<file path="src/rtl/inst_decode_pkg.sv">
// Shared types for the RV32I decode-and-queue stage: format classes, opcodes and the
// decoded FIFO entry layout.
package inst_decode_pkg;

  localparam int unsigned Xlen = 32;

  typedef enum logic [2:0] {
    R       = 3'd0,
    I       = 3'd1,
    S       = 3'd2,
    B       = 3'd3,
    U       = 3'd4,
    J       = 3'd5,
    ILLEGAL = 3'd6
  } format_t;

  localparam logic [6:0] OpLui    = 7'b0110111;
  localparam logic [6:0] OpAuipc  = 7'b0010111;
  localparam logic [6:0] OpJal    = 7'b1101111;
  localparam logic [6:0] OpJalr   = 7'b1100111;
  localparam logic [6:0] OpBranch = 7'b1100011;
  localparam logic [6:0] OpLoad   = 7'b0000011;
  localparam logic [6:0] OpStore  = 7'b0100011;
  localparam logic [6:0] OpImm    = 7'b0010011;
  localparam logic [6:0] OpReg    = 7'b0110011;
  localparam logic [6:0] OpFence  = 7'b0001111;
  localparam logic [6:0] OpSystem = 7'b1110011;

  // Instruction-word bit positions used by the decoder
  localparam int unsigned OpcodeMsb  = 6;
  localparam int unsigned RdLsb      = 7;
  localparam int unsigned Rs1Lsb     = 15;
  localparam int unsigned Rs2Lsb     = 20;
  localparam int unsigned ImmSignBit = 31;
  localparam int unsigned UImmLsb    = 12;

  typedef struct packed {
    logic [Xlen-1:0] pc;
    format_t         format;
    logic [4:0]      rd;
    logic [4:0]      rs1;
    logic [4:0]      rs2;
    logic [Xlen-1:0] imm;
    logic            illegal;
  } entry_t;

endpackage

</file>
<file path="src/rtl/inst_immediate_gen.sv">
// Combinational RV32I format classifier and sign-extended immediate generator.
module inst_immediate_gen
  import inst_decode_pkg::*;
(
  input  logic [31:0]     i_inst,
  output format_t         o_format,
  output logic [Xlen-1:0] o_imm,
  output logic            o_illegal
);

  logic w_sign;
  assign w_sign = i_inst[ImmSignBit];

  always_comb begin
    o_format  = ILLEGAL;
    o_imm     = '0;
    o_illegal = 1'b1;
    if (i_inst[1:0] == 2'b11) begin
      case (i_inst[OpcodeMsb:0])
        OpLui, OpAuipc: begin
          o_format  = U;
          o_imm     = {i_inst[31:UImmLsb], 12'b0};
          o_illegal = 1'b0;
        end
        OpJal: begin
          o_format  = J;
          o_imm     = {{11{w_sign}}, w_sign, i_inst[19:12], i_inst[20], i_inst[30:21], 1'b0};
          o_illegal = 1'b0;
        end
        OpJalr, OpLoad, OpImm, OpSystem, OpFence: begin
          o_format  = I;
          o_imm     = {{20{w_sign}}, i_inst[31:20]};
          o_illegal = 1'b0;
        end
        OpBranch: begin
          o_format  = B;
          o_imm     = {{19{w_sign}}, w_sign, i_inst[7], i_inst[30:25], i_inst[11:8], 1'b0};
          o_illegal = 1'b0;
        end
        OpStore: begin
          o_format  = S;
          o_imm     = {{20{w_sign}}, i_inst[31:25], i_inst[11:7]};
          o_illegal = 1'b0;
        end
        OpReg: begin
          o_format  = R;
          o_imm     = '0;
          o_illegal = 1'b0;
        end
        default: ;
      endcase
    end
  end

endmodule

</file>
<file path="src/rtl/inst_decode_buffer.sv">
// Decode stage between fetch and issue: decodes RV32I words on push and queues them in a
// DEPTH-entry circular FIFO, with flush for branch redirect.
module inst_decode_buffer
  import inst_decode_pkg::*;
#(
  parameter int unsigned DEPTH = 4,
  parameter int unsigned XLEN  = 32
) (
  input  logic                       clk,
  input  logic                       rst,
  input  logic                       flush,
  input  logic                       in_valid,
  output logic                       in_ready,
  input  logic [31:0]                in_inst,
  input  logic [XLEN-1:0]            in_pc,
  output logic                       out_valid,
  input  logic                       out_ready,
  output logic [XLEN-1:0]            out_pc,
  output format_t                    out_format,
  output logic [4:0]                 out_rd,
  output logic [4:0]                 out_rs1,
  output logic [4:0]                 out_rs2,
  output logic [XLEN-1:0]            out_imm,
  output logic                       out_illegal,
  output logic [$clog2(DEPTH+1)-1:0] out_count
);

  localparam int unsigned PtrW = $clog2(DEPTH);
  localparam int unsigned CntW = $clog2(DEPTH+1);

  if (XLEN != Xlen) begin : g_xlen_check
    $error("inst_decode_buffer: XLEN must be 32");
  end
  if (DEPTH < 2 || DEPTH > 16 || (DEPTH & (DEPTH - 1)) != 0) begin : g_depth_check
    $error("inst_decode_buffer: DEPTH must be a power of two in 2..16");
  end

  format_t         w_format;
  logic [XLEN-1:0] w_imm;
  logic            w_illegal;
  entry_t          w_entry;
  entry_t          w_head;
  logic            w_push;
  logic            w_pop;

  entry_t          r_mem [DEPTH];
  logic [PtrW-1:0] r_wr_ptr;
  logic [PtrW-1:0] r_rd_ptr;
  logic [CntW-1:0] r_count;

  inst_immediate_gen u_imm_gen (
    .i_inst    (in_inst),
    .o_format  (w_format),
    .o_imm     (w_imm),
    .o_illegal (w_illegal)
  );

  assign w_entry = '{
    pc:      in_pc,
    format:  w_format,
    rd:      in_inst[RdLsb +: 5],
    rs1:     in_inst[Rs1Lsb +: 5],
    rs2:     in_inst[Rs2Lsb +: 5],
    imm:     w_imm,
    illegal: w_illegal
  };

  // Readiness depends on occupancy only, so out_ready never reaches in_ready
  assign in_ready  = (r_count < CntW'(DEPTH));
  assign out_valid = (r_count != '0);
  assign w_push    = in_valid & in_ready & ~flush;
  assign w_pop     = out_valid & out_ready & ~flush;

  always_ff @(posedge clk or posedge rst) begin
    if (rst) begin
      r_wr_ptr <= '0;
      r_rd_ptr <= '0;
      r_count  <= '0;
    end else if (flush) begin
      r_wr_ptr <= '0;
      r_rd_ptr <= '0;
      r_count  <= '0;
    end else begin
      if (w_push) r_wr_ptr <= r_wr_ptr + PtrW'(1);
      if (w_pop)  r_rd_ptr <= r_rd_ptr + PtrW'(1);
      case ({w_push, w_pop})
        2'b10:   r_count <= r_count + CntW'(1);
        2'b01:   r_count <= r_count - CntW'(1);
        default: ;
      endcase
    end
  end

  always_ff @(posedge clk) begin
    if (w_push) r_mem[r_wr_ptr] <= w_entry;
  end

  assign w_head = r_mem[r_rd_ptr];

  // Data fields are forced to zero while empty so stale storage never leaks out
  always_comb begin
    out_pc      = '0;
    out_format  = R;
    out_rd      = '0;
    out_rs1     = '0;
    out_rs2     = '0;
    out_imm     = '0;
    out_illegal = 1'b0;
    if (out_valid) begin
      out_pc      = w_head.pc;
      out_format  = w_head.format;
      out_rd      = w_head.rd;
      out_rs1     = w_head.rs1;
      out_rs2     = w_head.rs2;
      out_imm     = w_head.imm;
      out_illegal = w_head.illegal;
    end
  end

  assign out_count = r_count;

endmodule

</file>
<file path="config.mk">
export PLATFORM = sky130hd
export DESIGN_NAME = inst_decode_buffer
export DESIGN_NICKNAME = d
export VERILOG_FILES = /design/src/rtl/inst_decode_pkg.sv /design/src/rtl/inst_immediate_gen.sv /design/src/rtl/inst_decode_buffer.sv
export SDC_FILE = /design/constraint.sdc
export NUM_CORES = 1
export LEC_CHECK = 0
export BUFFER_PORTS_ARGS = -buffer_cell sky130_fd_sc_hd__clkbuf_2
export CAP_MARGIN = 40
export CORE_MARGIN = 2
export CORE_UTILIZATION = 50
export CTS_CLUSTER_SIZE = 12
export DETAILED_ROUTE_END_ITERATION = 7
export PLACE_DENSITY = 0.73
export SETUP_SLACK_MARGIN = 0.02
export SLEW_MARGIN = 20
export SYNTH_ARGS = -nofsm -noshare
export SYNTH_HDL_FRONTEND = slang
export SYNTH_SLANG_ARGS = --single-unit
</file>
<file path="constraint.sdc">
create_clock -name clk -period 3.6 [get_ports clk]
set_input_delay 0 -clock clk [delete_from_list [all_inputs] [get_ports clk]]
set_output_delay 0 -clock clk [all_outputs]
set_load 0.03 [all_outputs]
</file>
## After elaboration in Yosys (flattened, before gate mapping)

Memory sizes are Yosys's and may differ from the RTL's.
Cells that the tools add are included.

- Logic and storage cells: 56
- Bits in writable memories: 332
- Output and inout port bits: 88
- Bits in registers: 7
- Memories kept: 1

Memory list:

| name | words | width | rd ports | clocked after Yosys merged registers in | wr ports | line | RTL |
|---|---|---|---|---|---|---|---|
| r_mem | 4 | 83 | 1 | 0 | 1 | inst_decode_buffer.sv:46 | `entry_t r_mem [DEPTH];` |

- Reduce and logical (&&, ||, !) cells: 7
- Multiplexer cells: 21
- $add $sub $neg: 4
- Eq/ne operators: 14
- Bitwise gates (word level): 5
- Order comparisons: 1

Operator list:

| operator | number |
|---|---|
| one-hot mux 32 bit (5 select lines) | 1 |
| 2-to-1 mux 32 bit | 3 |
| == test 7 bit, second input constant | 4 |
| == test 7 x 6 -> 1 bit, second input constant | 3 |
| one-hot mux 3 bit (6 select lines) | 1 |
| 2-to-1 mux 5 bit | 3 |
| == test 7 x 5 -> 1 bit, second input constant | 2 |
| OR reduction 11 bit | 1 |
| 2-to-1 mux 3 bit | 3 |
| 2-to-1 mux 2 bit | 4 |
| == test 7 x 2 -> 1 bit, second input constant | 1 |
| == test 7 x 4 -> 1 bit, second input constant | 1 |
| one-hot mux 3 bit (2 select lines) | 1 |
| nonzero test 3 bit | 2 |
| 2-to-1 mux 1 bit | 5 |
| OR reduction 5 bit | 1 |
| adder 2 x 1 -> 2 bit, second input constant | 2 |
| bitwise AND 1 bit | 4 |
| == test 2 bit, second input constant | 2 |
| nonzero test 2 bit | 2 |
| adder 3 x 1 -> 3 bit, second input constant | 1 |
| < comparator 3 bit, second input constant | 1 |
| subtractor 3 x 1 -> 3 bit, second input constant | 1 |
| == test 2 x 1 -> 1 bit, second input constant | 1 |
| 2 further kinds | 2 |

## Logic depth before layout (Yosys ltp)

- Depth after elaboration: 6
- Depth in mapped cells: 7
- Mapped depth without buffers: 6

## Cells and area by module

Synthesis repeated with hierarchy kept, for this count alone.

- Cell total of the unflattened synthesis: 705
- Area total of the unflattened synthesis: 13797.0 µm²

By module, submodules not included:

| module | area each (µm²) | sequential area each (µm²) | instances | cells an instance |
|---|---|---|---|---|
| inst_decode_buffer | 13107.6 | 10144.7 | 1 | 586 |
| inst_immediate_gen | 689.4 | 0.0 | 1 | 119 |

## Worst setup path before layout

Ideal clock, no wire load.

- Path kind: flip-flop to flip-flop
- From: reg r_count[2], in the netlist out_count[2]
- To: mem r_mem[0][0] (netlist bit) (enable)
- Arrival time: 3102 ps
- Stages on the path, launching flop included: 5
- Data required time: 3149 ps
- Setup time: 451 ps
- Path slack: 47 ps
- Cells stage by stage: dfrtp_1 nor2b_1 clkbuf_1 nor2b_1 and2_1

- Cells in the longest elaborated chain, start to end: 5

RTL lines:

| what | line | RTL |
|---|---|---|
| start, declared | inst_decode_buffer.sv:49 | `logic [CntW-1:0] r_count;` |
| start signal, assigned | inst_decode_buffer.sv:87 | `2'b10: r_count <= r_count + CntW'(1);` |
| start signal, assigned | inst_decode_buffer.sv:88 | `2'b01: r_count <= r_count - CntW'(1);` |
| < comparator 3 bit | inst_decode_buffer.sv:69 | `assign in_ready = (r_count < CntW'(DEPTH));` |
| bitwise AND 1 bit (2 in series) | inst_decode_buffer.sv:71 | `assign w_push = in_valid & in_ready & ~flush;` |
| 2-to-1 mux 1 bit | inst_decode_buffer.sv:95 | `if (w_push) r_mem[r_wr_ptr] <= w_entry;` |
| 2-to-1 mux 1 bit (not written as such) | inst_decode_buffer.sv:95 |  |
| end, declared | inst_decode_buffer.sv:46 |  |

No other way between the ends.

## Worst setup path after layout

- From: reg r_count[0], in the netlist out_count[0]
- To: reg r_rd_ptr[1]

- Cells in the longest elaborated chain, start to end: 4

RTL lines:

| what | line | RTL |
|---|---|---|
| nonzero test 3 bit | inst_decode_buffer.sv:70 | `assign out_valid = (r_count != '0);` |
| bitwise AND 1 bit (2 in series) | inst_decode_buffer.sv:72 | `assign w_pop = out_valid & out_ready & ~flush;` |
| nonzero test 2 bit (no line) | -- |  |
| end signal, assigned | inst_decode_buffer.sv:85 | `if (w_pop) r_rd_ptr <= r_rd_ptr + PtrW'(1);` |
| end, declared | inst_decode_buffer.sv:48 | `logic [PtrW-1:0] r_rd_ptr;` |

No other way between the ends.
A chain may end at the register's enable or synchronous reset.

==> results.cfg <==
[placement]
dp_hpwl_mm = 16.9
gp_congestion = 0.835
port_buffers = 156

[timing]
max_slew_margin_pct = 49.1
setup_tns_ns = 0
whs_ns = 0.0455
clock_skew_ns = 0.00828
rsz0062_at_grt = no
setup_violations = 0
final-hold-violation-count = 0
drv_slew = 0
tightest_slew_ns = 0.756
post-route-period-util_pct = 74.1
fmax_mhz = 375
finalCriticalPeriod_ns = 2.67

[final_layout]
n_antenna_cell = 0
fillers = 1873
drive_gt1_share_pct = 32.7
final_nets = 997
mostFrequentLayoutCells = 332 x edfxtp_1, 156 x clkbuf_2, 86 x and2_1
layout_commonest_cell = edfxtp_1
area_delta_synth_final_pct = 19.8

[floorplan]
initial_core_util_pct = 50.9
ios = 157
die-area_um2 = 28800
core-area_um2 = 27000
die_w_um = 170
fp.dieH_um = 170
row_count = 60

[hold_path]
min-delay-start = in_inst[1]
worstHoldPathType = input pin to register
hold_depth = 3
holdPathEnd = r_mem[0][12]$_DFFE_PP_

[synth]
synthArstFlopShare_pct = 2.06
synth_cell_types = 47
synthCells = 692
syn-num-nets = 766
yosys_most_used_dff = edfxtp_1
synth-edff-count = 332
synth.cell_area_um2 = 13700
ys_ff_latch = 339
ys_warn_count = 0
ys_seq_area_share_pct = 73.9
synth_area_per_cell_um2 = 19.8

[global_route]
grt_usage_pct = 19.7
grt_pass1_wl_mm = 42.6
grt_start_max_net_pins = 59
grt_pass1_vias = 7397
grt-ovfl-total = 0
antenna_found_initial = 0

[clock_tree]
clock_latency_ns = 0.49
cts_sinks = 339
cts_setup_buffers = 0
clk_pin_slew_worst_paths_ns = 0.06
cts_buffer_depth = 3
cts_buffers = 35
h-tree-depth = 2
tritoncts = built
clock-root-buffer = clkbuf_16

[routing]
first_iter_violations = 775
ant_nets = 0
wl_per_cell_um = 21.6
finalWirelength_mm = 27.6
drc = 0
first_pass_iters = 5
num_vias = 7250
viasPerCell = 5.69

[pwr]
power_density_nw_per_um2 = 708
cellLeakagePower_uw = 0.00571
ir_drop_v = 0.000568

[worst_setup_path]
max_stage_delay_ns = 0.73
path_class = register to register
crit_arrival_ns = 3.05
r2r_slack_ns = 0.93
worst_r2r_startpoint = out_count[0]$_DFFE_PP0P_
required_ns = 3.98
path_cells = or3_2 -> buf_4 -> nand3_1 -> xor2_1 -> nor2_1 -> dlygate4sd3_1
crit_start = out_count[0]$_DFFE_PP0P_
r2r_cells = 6
reg2reg_to = r_rd_ptr[1]$_DFFE_PP0P_
start_kind = register
critPathSlowestCell = or3_2
cp-end-kind = register
critPathMaxFanout = 58

[job]
max_cap_viol_count = 0

[run_status]
status = finished clean
==> stage by stage <==
stage / instances / instance area (um^2) / util (%) / setup WS (ns) / total power (uW)
floorplan: 692 / 13700 / - / 0.0470 / 7610
global placement: 1163 / 14800 / 55.1 / 1.17 / 8550
detailed placement: 1165 / 14900 / 55.2 / 1.10 / 8590
CTS: 1275 / 16500 / 61.0 / 0.831 / 11800
global route: 1275 / 16500 / 61.0 / 0.729 / 12100
finish: 1275 / 16500 / 61.0 / 0.931 / 11600
==> cell families (layout without fill, tap and decap cells) <==
logic type	count (synthesis)	in the layout	synth area share (%)
DFF	339	339	73.9
and+or+nand+nor	149	149	6.13
muxes	84	84	13.7
AOI/OAI and AO/OA	62	62	3.12
buffers and inverters	48	290	2.32
adders and majority gates	6	6	0.583
xor gates and xnor gates	4	4	0.255
==> report_power, final <==
group | total [uW] | switching [uW] | internal (uW)
clock | 3140 | 1320 | 1820
sequential | 4760 | 178 | 4580
combinational | 3750 | 2330 | 1420
==> flip-flops by register name (all words and copies together) (netlist names) <==
name       cells
r_wr_ptr       2
r_rd_ptr       2
r_mem        332
out_count      3
==> critical path, delay by kind of cell, from the launching register on <==
family / cells / cell delay [ns]
simple gates: 3 / 0.95
buf+inv: 2 / 0.94
xor+xnor: 1 / 0.16
flops: 1 / 0.47
==> layer usage <==
layer  wire (um)  up-vias  share of wire (%)  track usage [%]
li1            -     3220                  -                -
met1       11700     3710                 42             27.9
met2       13700      279                 50             32.5
met3        1700       41                6.2             2.92
met4         512        0                1.9             5.54
met5           0        -                  0                0
==> cell type report <==
cell class / count / area (um^2) / share of cell area (%)
inverters: 7 / 26.3 / 0.160
multi-input cells: 305 / 3280 / 19.9
clock inverters: 8 / 61.3 / 0.373
well taps: 341 / 427 / 2.59
flip-flops and latches: 339 / 10200 / 61.7
repair buffers: 235 / 1610 / 9.81
clock buffers: 40 / 895 / 5.44
==> synthesized netlist by cell type, types with 2 or more instances <==
| library cell | instances | area [um^2] |
|---|---|---|
| edfxtp_1 | 332 | 9970 |
| and2_1 | 90 | 563 |
| mux4_2 | 83 | 1870 |
| a21oi_1 | 23 | 115 |
| nand2_1 | 23 | 86.3 |
| buf_2 | 15 | 75.1 |
| clkbuf_1 | 14 | 52.6 |
| nor2_1 | 13 | 48.8 |
| o2bb2ai_1 | 8 | 70.1 |
| dfrtp_1 | 7 | 175 |
| inv_1 | 7 | 26.3 |
| o21ai_0 | 7 | 35.0 |
| buf_12 | 6 | 120 |
| nor2b_1 | 6 | 37.5 |
| a22o_1 | 4 | 35.0 |
| buf_4 | 4 | 30.0 |
| ha_1 | 4 | 50.1 |
| nand3_1 | 4 | 20.0 |
| a211oi_1 | 3 | 22.5 |
| a21o_1 | 3 | 22.5 |
| o21a_1 | 3 | 22.5 |
| a2bb2oi_1 | 2 | 17.5 |
| and3_1 | 2 | 12.5 |
| nor3_1 | 2 | 10.0 |
| nor3b_1 | 2 | 15.0 |
| or2_2 | 2 | 12.5 |
| xnor2_1 | 2 | 17.5 |
| xor2_1 | 2 | 17.5 |
==> how the worst max path moves through the flow <==
| stage | to | slack [ns] | cells after the start |
|---|---|---|---|
| global route | r_rd_ptr[1]$_DFFE_PP0P_ | 0.73 | 6 |
| detailed placement | r_mem[0][79]$_DFFE_PP_ | 1.10 | 4 |
| floorplan | r_mem[0][0]$_DFFE_PP_ | 0.05 | 4 |
| finish | r_rd_ptr[1]$_DFFE_PP0P_ | 0.93 | 6 |
| CTS | out_rd[4] | 0.83 | 4 |
| global placement | r_mem[0][54]$_DFFE_PP_ | 1.17 | 4 |
==> what timing repair did <==
item	in CTS	in global routing
hold endpoints to repair	302	0
gates resized for setup	0	0
hold buffers	62	0
Note: power is estimated with default switching activity, not from simulation.
